$ cat src/rtl/nes_flash_pkg.sv
// Shared types and constants for the NES flash ROM arbiter.
package nes_flash_pkg;

    typedef enum logic [1:0] {
        ST_IDLE  = 2'd0,
        ST_ISSUE = 2'd1,
        ST_BUSY  = 2'd2,
        ST_RESP  = 2'd3
    } arb_state_e;

    // Port indices; also used as bit positions in per-port vectors.
    localparam logic PORT_PRG  = 1'b0;
    localparam logic PORT_CHR  = 1'b1;
    localparam int   NUM_PORTS = 2;

    localparam int OFF_W  = 22;
    localparam int ADDR_W = 24;
    localparam int DATA_W = 8;
    localparam int CNT_W  = 13;

    // Flash byte address of a ROM offset; the sum wraps modulo 2^24.
    function automatic logic [ADDR_W-1:0] flash_byte_addr(input logic [ADDR_W-1:0] base,
                                                          input logic [OFF_W-1:0]  off);
        return base + {2'b00, off};
    endfunction

endpackage

$ cat src/rtl/flash_rom_arbiter_if.sv
// Request/response bus between the PRG/CHR clients, the arbiter and the flash controller.
interface flash_rom_arbiter_if import nes_flash_pkg::*; ();

    logic              prg_req;
    logic [OFF_W-1:0]  prg_addr;
    logic              prg_ack;
    logic [DATA_W-1:0] prg_rdata;

    logic              chr_req;
    logic [OFF_W-1:0]  chr_addr;
    logic              chr_ack;
    logic [DATA_W-1:0] chr_rdata;

    logic              flash_ready;
    logic              flash_read_en;
    logic [ADDR_W-1:0] flash_addr;
    logic [DATA_W-1:0] flash_rdata;

    // Arbiter side.
    modport slave (
        input  prg_req, prg_addr, chr_req, chr_addr, flash_ready, flash_rdata,
        output prg_ack, prg_rdata, chr_ack, chr_rdata, flash_read_en, flash_addr
    );

    // Client and flash-controller side.
    modport master (
        output prg_req, prg_addr, chr_req, chr_addr, flash_ready, flash_rdata,
        input  prg_ack, prg_rdata, chr_ack, chr_rdata, flash_read_en, flash_addr
    );

endinterface

$ cat src/rtl/rom_line_buf.sv
// One-entry read buffer: remembers the last offset fetched from flash and its byte.
module rom_line_buf import nes_flash_pkg::*; (
    input  logic              clk,
    input  logic              rst_n,
    input  logic              fill_i,
    input  logic [OFF_W-1:0]  fill_addr_i,
    input  logic [DATA_W-1:0] fill_data_i,
    input  logic [OFF_W-1:0]  look_addr_i,
    output logic              hit_o,
    output logic [DATA_W-1:0] data_o
);

    logic              valid_q;
    logic [OFF_W-1:0]  addr_q;
    logic [DATA_W-1:0] data_q;

    // Replace the entry whenever a completed flash read is delivered to this port.
    always_ff @(posedge clk or negedge rst_n) begin
        if (!rst_n) begin
            valid_q <= 1'b0;
            addr_q  <= '0;
            data_q  <= '0;
        end else if (fill_i) begin
            valid_q <= 1'b1;
            addr_q  <= fill_addr_i;
            data_q  <= fill_data_i;
        end
    end

    assign hit_o  = valid_q && (addr_q == look_addr_i);
    assign data_o = data_q;

endmodule

$ cat src/rtl/flash_rom_arbiter.sv
// Round-robin arbiter sharing one flash controller between PRG and CHR ROM readers.
module flash_rom_arbiter import nes_flash_pkg::*; #(
    parameter logic [23:0] PRG_BASE = 24'h100000,
    parameter logic [23:0] CHR_BASE = 24'h180000,
    parameter int          TIMEOUT  = 4095
) (
    input  logic                 clk,
    input  logic                 reset_n,
    flash_rom_arbiter_if.slave   bus,
    output logic                 timeout_err
);

    localparam logic [CNT_W-1:0] TIMEOUT_CNT = CNT_W'(TIMEOUT);

    arb_state_e                         state_q;
    logic                               grant_q;
    logic                               last_q;
    logic [OFF_W-1:0]                   off_q;
    logic [ADDR_W-1:0]                  addr_q;
    logic                               read_en_q;
    logic [NUM_PORTS-1:0]               ack_q;
    logic [NUM_PORTS-1:0][DATA_W-1:0]   rdata_q;
    logic [DATA_W-1:0]                  data_q;
    logic                               fill_q;
    logic [CNT_W-1:0]                   cnt_q;
    logic                               terr_q;

    logic [NUM_PORTS-1:0]               req_pend;
    logic [NUM_PORTS-1:0][OFF_W-1:0]    port_off;
    logic [NUM_PORTS-1:0]               buf_hit;
    logic [NUM_PORTS-1:0]               buf_fill;
    logic [NUM_PORTS-1:0][DATA_W-1:0]   buf_data;
    logic                               pick_d;
    logic [ADDR_W-1:0]                  base_d;
    logic [CNT_W-1:0]                   cnt_d;

    assign port_off[PORT_PRG] = bus.prg_addr;
    assign port_off[PORT_CHR] = bus.chr_addr;

    // A port whose ack is on the bus this cycle still holds req; ignore it until IDLE sees it drop.
    assign req_pend = {bus.chr_req, bus.prg_req} & ~ack_q;

    generate
        for (genvar gi = 0; gi < NUM_PORTS; gi++) begin : g_buf
            assign buf_fill[gi] = (state_q == ST_RESP) && fill_q && (grant_q == 1'(gi));

            rom_line_buf u_buf (
                .clk         (clk),
                .rst_n       (reset_n),
                .fill_i      (buf_fill[gi]),
                .fill_addr_i (off_q),
                .fill_data_i (data_q),
                .look_addr_i (port_off[gi]),
                .hit_o       (buf_hit[gi]),
                .data_o      (buf_data[gi])
            );
        end
    endgenerate

    // Arbitration: on contention the port not granted last wins.
    always_comb begin
        pick_d = PORT_PRG;
        if (&req_pend) begin
            pick_d = ~last_q;
        end else if (req_pend[PORT_CHR]) begin
            pick_d = PORT_CHR;
        end
        base_d = (pick_d == PORT_CHR) ? CHR_BASE : PRG_BASE;
        cnt_d  = cnt_q + 13'd1;
    end

    // Main FSM; every bus output is a register written here.
    always_ff @(posedge clk or negedge reset_n) begin
        if (!reset_n) begin
            state_q   <= ST_IDLE;
            grant_q   <= PORT_PRG;
            last_q    <= PORT_CHR;
            off_q     <= '0;
            addr_q    <= '0;
            read_en_q <= 1'b0;
            ack_q     <= '0;
            rdata_q   <= '0;
            data_q    <= '0;
            fill_q    <= 1'b0;
            cnt_q     <= '0;
            terr_q    <= 1'b0;
        end else begin
            read_en_q <= 1'b0;
            ack_q     <= '0;
            case (state_q)
                ST_IDLE: begin
                    if (|req_pend) begin
                        if (buf_hit[pick_d]) begin
                            grant_q <= pick_d;
                            last_q  <= pick_d;
                            off_q   <= port_off[pick_d];
                            data_q  <= buf_data[pick_d];
                            fill_q  <= 1'b0;
                            state_q <= ST_RESP;
                        end else if (bus.flash_ready) begin
                            grant_q   <= pick_d;
                            last_q    <= pick_d;
                            off_q     <= port_off[pick_d];
                            addr_q    <= flash_byte_addr(base_d, port_off[pick_d]);
                            read_en_q <= 1'b1;
                            cnt_q     <= '0;
                            state_q   <= ST_ISSUE;
                        end
                    end
                end
                ST_ISSUE: begin
                    state_q <= ST_BUSY;
                end
                ST_BUSY: begin
                    if (bus.flash_ready) begin
                        data_q  <= bus.flash_rdata;
                        fill_q  <= 1'b1;
                        state_q <= ST_RESP;
                    end else if (cnt_d == TIMEOUT_CNT) begin
                        // Give up: the port gets 8'hFF and the buffer is left untouched.
                        terr_q  <= 1'b1;
                        data_q  <= 8'hFF;
                        fill_q  <= 1'b0;
                        state_q <= ST_RESP;
                    end else begin
                        cnt_q <= cnt_d;
                    end
                end
                ST_RESP: begin
                    ack_q[grant_q]   <= 1'b1;
                    rdata_q[grant_q] <= data_q;
                    state_q          <= ST_IDLE;
                end
                default: state_q <= ST_IDLE;
            endcase
        end
    end

    assign bus.prg_ack       = ack_q[PORT_PRG];
    assign bus.prg_rdata     = rdata_q[PORT_PRG];
    assign bus.chr_ack       = ack_q[PORT_CHR];
    assign bus.chr_rdata     = rdata_q[PORT_CHR];
    assign bus.flash_read_en = read_en_q;
    assign bus.flash_addr    = addr_q;
    assign timeout_err       = terr_q;

endmodule

$ cat src/flat_wrapper.sv
// flat-port wrapper written by rule: the top's interface ports become plain ports
module flash_rom_arbiter_flat import nes_flash_pkg::*;
#(
    parameter logic [23:0] PRG_BASE = 24'h100000,
    parameter logic [23:0] CHR_BASE = 24'h180000,
    parameter int          TIMEOUT  = 4095
)
  (clk, reset_n, timeout_err, bus_prg_req, bus_prg_addr, bus_chr_req, bus_chr_addr, bus_flash_ready, bus_flash_rdata, bus_prg_ack, bus_prg_rdata, bus_chr_ack, bus_chr_rdata, bus_flash_read_en, bus_flash_addr);
  flash_rom_arbiter_if bus_i ();
  input  logic clk;
  input  logic reset_n;
  output logic timeout_err;
  input wire logic [$bits(bus_i.prg_req)-1:0] bus_prg_req;
  input wire logic [$bits(bus_i.prg_addr)-1:0] bus_prg_addr;
  input wire logic [$bits(bus_i.chr_req)-1:0] bus_chr_req;
  input wire logic [$bits(bus_i.chr_addr)-1:0] bus_chr_addr;
  input wire logic [$bits(bus_i.flash_ready)-1:0] bus_flash_ready;
  input wire logic [$bits(bus_i.flash_rdata)-1:0] bus_flash_rdata;
  output wire logic [$bits(bus_i.prg_ack)-1:0] bus_prg_ack;
  output wire logic [$bits(bus_i.prg_rdata)-1:0] bus_prg_rdata;
  output wire logic [$bits(bus_i.chr_ack)-1:0] bus_chr_ack;
  output wire logic [$bits(bus_i.chr_rdata)-1:0] bus_chr_rdata;
  output wire logic [$bits(bus_i.flash_read_en)-1:0] bus_flash_read_en;
  output wire logic [$bits(bus_i.flash_addr)-1:0] bus_flash_addr;
  assign bus_i.prg_req = bus_prg_req;
  assign bus_i.prg_addr = bus_prg_addr;
  assign bus_i.chr_req = bus_chr_req;
  assign bus_i.chr_addr = bus_chr_addr;
  assign bus_i.flash_ready = bus_flash_ready;
  assign bus_i.flash_rdata = bus_flash_rdata;
  assign bus_prg_ack = bus_i.prg_ack;
  assign bus_prg_rdata = bus_i.prg_rdata;
  assign bus_chr_ack = bus_i.chr_ack;
  assign bus_chr_rdata = bus_i.chr_rdata;
  assign bus_flash_read_en = bus_i.flash_read_en;
  assign bus_flash_addr = bus_i.flash_addr;
  flash_rom_arbiter #(.PRG_BASE(PRG_BASE), .CHR_BASE(CHR_BASE), .TIMEOUT(TIMEOUT)) u_core (.clk(clk), .reset_n(reset_n), .bus(bus_i), .timeout_err(timeout_err));
endmodule
$ cat config.mk
export PLATFORM = sky130hd
export DESIGN_NAME = flash_rom_arbiter_flat
export DESIGN_NICKNAME = d
export VERILOG_FILES = /design/src/rtl/nes_flash_pkg.sv /design/src/rtl/flash_rom_arbiter_if.sv /design/src/rtl/rom_line_buf.sv /design/src/rtl/flash_rom_arbiter.sv /design/src/flat_wrapper.sv
export SDC_FILE = /design/constraint.sdc
export NUM_CORES = 1
export LEC_CHECK = 0
export CAP_MARGIN = 25
export CELL_PAD_IN_SITES_DETAIL_PLACEMENT = 2
export CELL_PAD_IN_SITES_GLOBAL_PLACEMENT = 2
export CORE_MARGIN = 4
export CORE_UTILIZATION = 25
export DETAILED_ROUTE_END_ITERATION = 6
export GPL_TIMING_DRIVEN = 0
export PLACE_DENSITY_LB_ADDON = 0.1
export SKIP_LAST_GASP = 1
export SYNTH_ARGS = -nofsm -noshare
export SYNTH_HDL_FRONTEND = slang
export SYNTH_SLANG_ARGS = --single-unit
$ cat constraint.sdc
create_clock -name clk -period 2.4 [get_ports clk]
set_input_delay 0.48 -clock clk [delete_from_list [all_inputs] [get_ports clk]]
set_output_delay 0.48 -clock clk [all_outputs]
set_load 0.01 [all_outputs]
# Word level (Yosys, flattened, before mapping)
# Cells that the tools add are included.
# classes
addsub,2
n_mux,45
eq_ne,14
bitwise_logic,6
order_cmp,3
reduce_logical,17
# ops
op,count
$mux 22,4
$mux 13,5
$mux 8,7
$eq 22x22->1,2
$pmux 13 s2,1
$add 24x22->24,1
$mux 20,1
$bwmux 16,1
$pmux 8 s2,1
$mux 1,15
$add 13x1->13 const B,1
$eq 13x12->1 const B,1
$mux 2,6
$reduce_and 3->1,3
$demux 8 s1,1
$ne 2x2->1 const B,4
$pmux 2 s4,1
$reduce_and 4->1,2
$logic_and 1x1->1,6
$ne 3x2->1 const B,2
$reduce_and 6->1,1
$eq 2x2->1 const B,2
$lt 1x2->1 const B,2
$ne 2x1->1 const B,2
other kinds (11),15
# word_totals
regBits,154
out_inout_bits,44
input_bits,57

# Longest topological paths before layout
# Gate-level depths: netlist (run 1).
# logic_depth
ltp_word,9
depth_mapped,11

# By module
# From an unflattened synthesis (run 1), not the netlist that was laid out.
# unflattened
hier_cells,609
hier_area_um2,7090.6
# by_module_without_submodules
module,instances,area_per_inst_um2,seq_area_each_um2,cells_each
flash_rom_arbiter,1,4330.4,2278.4,419
rom_line_buf,2,1380.1,775.7,95

# Worst setup path before layout (run 1)
# Ideal clock, no wire load.
# synth_timing
kind,input -> register
startpoint,input port bus_prg_req
endpoint,register u_core.data_q[6]
arrival_time_ns,2.457
t_required_ns,2.275
setup_time_ns,0.125
slack_ns,-0.182
cell_stages,6
path_buffers,0
cell_sequence,nor2b_2 a21o_4 or4_4 o22a_4 a211oi_4 mux2_4
# synth_via
elab_chain_len,8
elab_cells_between_ends,14
cone_classes,eq/ne: 2; mux: 8; bitwise: 1; reduce/logical: 3
# synth_lines
item,line_no,rtl
start: declaration,flat_wrapper.sv:13,input wire logic [$bits(bus_i.prg_req)-1:0] bus_prg_req;
$and 2x2->2 (*),flash_rom_arbiter.sv:41,"assign req_pend = {bus.chr_req, bus.prg_req} & ~ack_q;"
$reduce_and 2->1,flash_rom_arbiter.sv:63,if (&req_pend) begin
$mux 1,flash_rom_arbiter.sv:63,
$mux 8 (not written as such) (2 in series),flash_rom_arbiter.sv:97,data_q <= buf_data[pick_d];
$mux 8,flash_rom_arbiter.sv:93,if (buf_hit[pick_d]) begin
$mux 8,flash_rom_arbiter.sv:92,if (|req_pend) begin
$pmux 8 s2,flash_rom_arbiter.sv:90,case (state_q)
end signal: assignment,flash_rom_arbiter.sv:97,
end signal: assignment,flash_rom_arbiter.sv:116,data_q <= bus.flash_rdata;
end: declaration,flash_rom_arbiter.sv:23,logic [DATA_W-1:0] data_q;
# Mark *: on every way between the ends. The rest lies on a longest branch, timed or not. The select of a mux whose other input is x is not followed.
# A chain may end at the register's enable or synchronous reset.

# Worst setup path in the final report (run 1)
# layout_timing
startpoint,input port bus_chr_addr[7]
endpoint,register u_core.off_q[11]
# layout_via
elab_chain_len,6
elab_cells_between_ends,7
cone_classes,eq/ne: 1; mux: 3; reduce/logical: 3
# layout_lines
item,line_no,rtl
start: declaration,flat_wrapper.sv:16,input wire logic [$bits(bus_i.chr_addr)-1:0] bus_chr_addr;
$eq 22x22->1 (*),rom_line_buf.sv:30,assign hit_o = valid_q && (addr_q == look_addr_i);
$logic_and 1x1->1 (*),rom_line_buf.sv:30,
$mux 1 (not written as such) (*) (2 in series),flash_rom_arbiter.sv:93,
$reduce_bool 2->1 (no source line),--,
$reduce_and 3->1 (no source line),--,
end signal: assignment,flash_rom_arbiter.sv:96,off_q <= port_off[pick_d];
end signal: assignment,flash_rom_arbiter.sv:103,off_q <= port_off[pick_d];
end: declaration,flash_rom_arbiter.sv:18,logic [OFF_W-1:0] off_q;
# Marks and branches as above.

==> flow_summary.ini, run 1 <==
[grt]
grt_max_degree = 118
globalRouteOverflowTotal = 0
grt_util_all_layers = 0.150
antenna_found_initial = 0
grt_first_pass_wirelength_um = 36400
grt_pass1_vias = 6233

[pwr]
clkPwrFrac = 0.216
p_seq_frac = 0.367
internal-power_mw = 7.80
power_leakage_nw = 4.58
p_sw_mw = 4.40
vdd_ir_drop_max_mv = 0.376
p_per_area_nw_per_um2 = 1210
pwr-share-comb = 0.417
swShare = 0.360
finalPower_mw = 12.2

[routing]
avgRoutedWirePerCell_um = 19.6
vias = 5424
antenna_left = 0
via_per_inst = 4.54
first_pass_iters = 4
drtIter0Drc = 132
wirelength_um = 23400
drcViolationCount = 0

[floorplan]
io_pins = 101
initial_core_util = 0.257
rows = 61
core_region_area_um2 = 28200
die-area_um2 = 31700
die_height_um = 178
die_w_um = 178

[final_layout]
multiInputGateArea_um2 = 3540
drive_gt1_frac = 0.279
stdcell_count = 1195
diodes = 0
fin_area_um2 = 10100
seqCellArea_um2 = 3840
fillerInstances = 2898
synthToLayoutAreaGrowth_pct = 39.7
nets = 868

[timing]
slew_viol_final = 0
whs_ps = 465
fin_crit_sh = 1.04
rsz0062_at_grt = true
worstMarginPinSlew_ps = 740
fmax_ghz = 0.399
maxSlewHeadroom = 0.507
setup_viol = 32
finalHoldViolations = 0
skew_ps = 15.7
period_needed_ps = 2510
layout_setup_ws_ps = -107

[clock_tree]
cts_tree = built
ctsHtreeMaxLevel = 4
cts_made_buffers = 17
insertion_delay_ps = 430
cts-root-buf = clkbuf_16
clkTransAtPathRegs_ps = 70
cts_sinks = 153
clockBufferDepth = 2

[setup_path]
worst_path_max_delay_cell = or4_4
critPathKind = input pin to flop
r2r_setup_slack_ps = -90
max_stage_delay_ps = 530
crit_chain = clkdlybuf4s50_1 -> xnor2_1 -> nand4_1 -> or4_4 -> o22ai_4 -> o211a_1 -> buf_12 -> clkbuf_16 -> mux2_4
critPathMaxFanout = 6
ff2ff_path_depth = 9
startpoint_type = input pin
required_ps = 2720
end_kind = flop
timing.rr.start = u_core.ack_q[0]$_DFF_PN0_
cp.arrival_ps = 2830
reg2reg_to = u_core.off_q[11]$_DFFE_PN0P_

[outcome]
violations = negative setup slack
status = finished, violations left

[placement]
io_buffers = 98
place_hpwl_um = 16400
placed_cell_area_um2 = 8760
dp_slack_ps = -1220
place.gp.congestion = 0.771
post-place-cells = 1129

[synth]
synth-seq-cells = 153
synthesis.nets = 716
synth_edf_count = 0
avgSynthCellArea_um2 = 11.1
yosysTopAreaCellShare = 0.526
synth_async_sr_flop_share = 1.00
yosys-top-cells-area = dfrtp_1 53%, mux2_2 14%, nand2_1 5.9%
syn_inst = 652
yosysUniqueCellTypes = 54
ys_seq_area_frac = 0.530
synth_largest_area_cell = dfrtp_1
yosys_most_used_dff = dfrtp_1
synth_warnings = 0
syn_area_um2 = 7230

[run]
drv_cap = 0

[hold_path]
hold_path.class = input pin to flop
hold_end = u_core.bus.flash_addr[0]$_DFFE_PN0P_
hp-start = bus_chr_addr[0]
hold_depth = 4
[registers in the layout, indices dropped and copies added, names as in the netlist, 8 cells and up]
| register | count |
|---|---|
| u_core.g_buf.u_buf.addr_q | 44 |
| u_core.bus.flash_addr | 23 |
| u_core.off_q | 22 |
| u_core.g_buf.u_buf.data_o | 16 |
| u_core.cnt_q | 13 |
| u_core.bus.chr_rdata | 8 |
| u_core.bus.prg_rdata | 8 |
| u_core.data_q | 8 |
[through the flow]
step	utilization	setup TNS [ps]
2_1_floorplan	-	-15.8
3_3_place_gp	0.310	-939720
3_5_place_dp	0.311	-66760
4_1_cts	0.346	-3490
5_1_grt	0.358	-4320
6_report	0.358	-2010
[synthesized netlist by cell type, types with 7 or more instances]
cell type,instances
a21oi_1,10
clkbuf_1,20
dfrtp_1,152
ha_1,7
inv_1,18
mux2_2,87
mux2i_1,13
nand2_1,114
nand4_1,8
nor2_1,34
nor3_1,9
o21ai_0,37
o22ai_1,9
xnor2_1,27
xor2_1,23
[power by group through the flow]
stage,registers [mW],clock network (mW),logic [mW]
after CTS,4.47,2.72,4.82
final,4.48,2.64,5.08
after global placement,4.41,0,4.22
after global routing,4.63,2.83,5.58
after detailed placement,4.49,0,4.37
after floorplan,4.44,0,2.51
[cell usage in the layout, fill, tap and decap left out, types with 14 or more instances in the layout]
master and n:
dfrtp_1 145, dlygate4sd2_1 15, mux2_4 21, nand2_1 113, o21ai_0 37, xor2_1 23
mux2_2 67, xnor2_2 14, clkdlybuf4s50_1 76, clkbuf_16 19, buf_4 27, inv_1 18
nor2_1 33
[cell families after synthesis]
logic type / Yosys count / share of synthesized area
buffers and inverters: 50 / 0.0275
AO/OA/AOI/OAI: 93 / 0.0921
flip-flops: 153 / 0.530
multiplexers: 101 / 0.156
XOR/XNOR: 50 / 0.0606
AND/OR/NAND/NOR: 197 / 0.121
adder cells (fa/ha/maj): 7 / 0.0121
other: 1 / 0.000519
[worst max-delay path: cells and delay by family]
family                 cells  cell delay, ps
buffers and inverters      3             780
multiplexers               1             300
AO/OA/AOI/OAI              2             380
XOR/XNOR                   1             210
AND/OR/NAND/NOR            2             640
[layer usage]
| layer | track usage | routed length [um] | vias to the layer above |
|---|---|---|---|
| li1 | - | - | 2549 |
| met1 | 0.190 | 10600 | 2778 |
| met2 | 0.265 | 11900 | 84 |
| met3 | 0.0278 | 719 | 13 |
| met4 | 0.0348 | 219 | 0 |
| met5 | 0 | 0 | - |
[cell type report]
type | instances | share of cell area
Buffer | 26 | 0.0187
Clock buffer | 18 | 0.0425
Clock inverter | 14 | 0.0131
Inverter | 21 | 0.00930
Multi-Input combinational cell | 449 | 0.351
Sequential cell | 153 | 0.380
Tap cell | 378 | 0.0469
Timing Repair Buffer | 136 | 0.138
[worst max-delay path by stage]
stage / from / end / depth (start not counted)
floorplan: bus_prg_addr[20] / u_core.data_q[6]$_DFFE_PN0P_ / 6
global placement: reset_n / u_core.bus.flash_addr[11]$_DFFE_PN0P_ / 1
detailed placement: bus_chr_addr[14] / u_core.off_q[11]$_DFFE_PN0P_ / 9
CTS: u_core.g_buf[1].u_buf.addr_q[14]$_DFFE_PN0P_ / u_core.off_q[5]$_DFFE_PN0P_ / 8
global route: bus_chr_addr[7] / u_core.off_q[1]$_DFFE_PN0P_ / 9
finish: bus_chr_addr[7] / u_core.off_q[11]$_DFFE_PN0P_ / 9
[repair_timing]
item,CTS,global route
pin swaps,23,21
setup endpoints to repair,77,85
gates cloned,1,2
hold buffers,1,0
buffers inserted,14,19
endpoints found under the hold margin,36,0
resized for setup,79,51
Note: power is estimated with default switching activity, not from simulation.
==> run 2: changes to the inputs <==
--- a/config.mk
+++ b/config.mk
@@ -5,13 +5,13 @@
 export SDC_FILE = /design/constraint.sdc
 export NUM_CORES = 1
 export LEC_CHECK = 0
-export CAP_MARGIN = 25
 export CELL_PAD_IN_SITES_DETAIL_PLACEMENT = 2
 export CELL_PAD_IN_SITES_GLOBAL_PLACEMENT = 2
 export CORE_MARGIN = 4
 export CORE_UTILIZATION = 25
 export DETAILED_ROUTE_END_ITERATION = 6
 export GPL_TIMING_DRIVEN = 0
+export HOLD_SLACK_MARGIN = 0.1
 export PLACE_DENSITY_LB_ADDON = 0.1
 export SKIP_LAST_GASP = 1
 export SYNTH_ARGS = -nofsm -noshare
==> results of run 2 <==
Same layout as run 1: the final DEF is identical, and so are final timing and power.
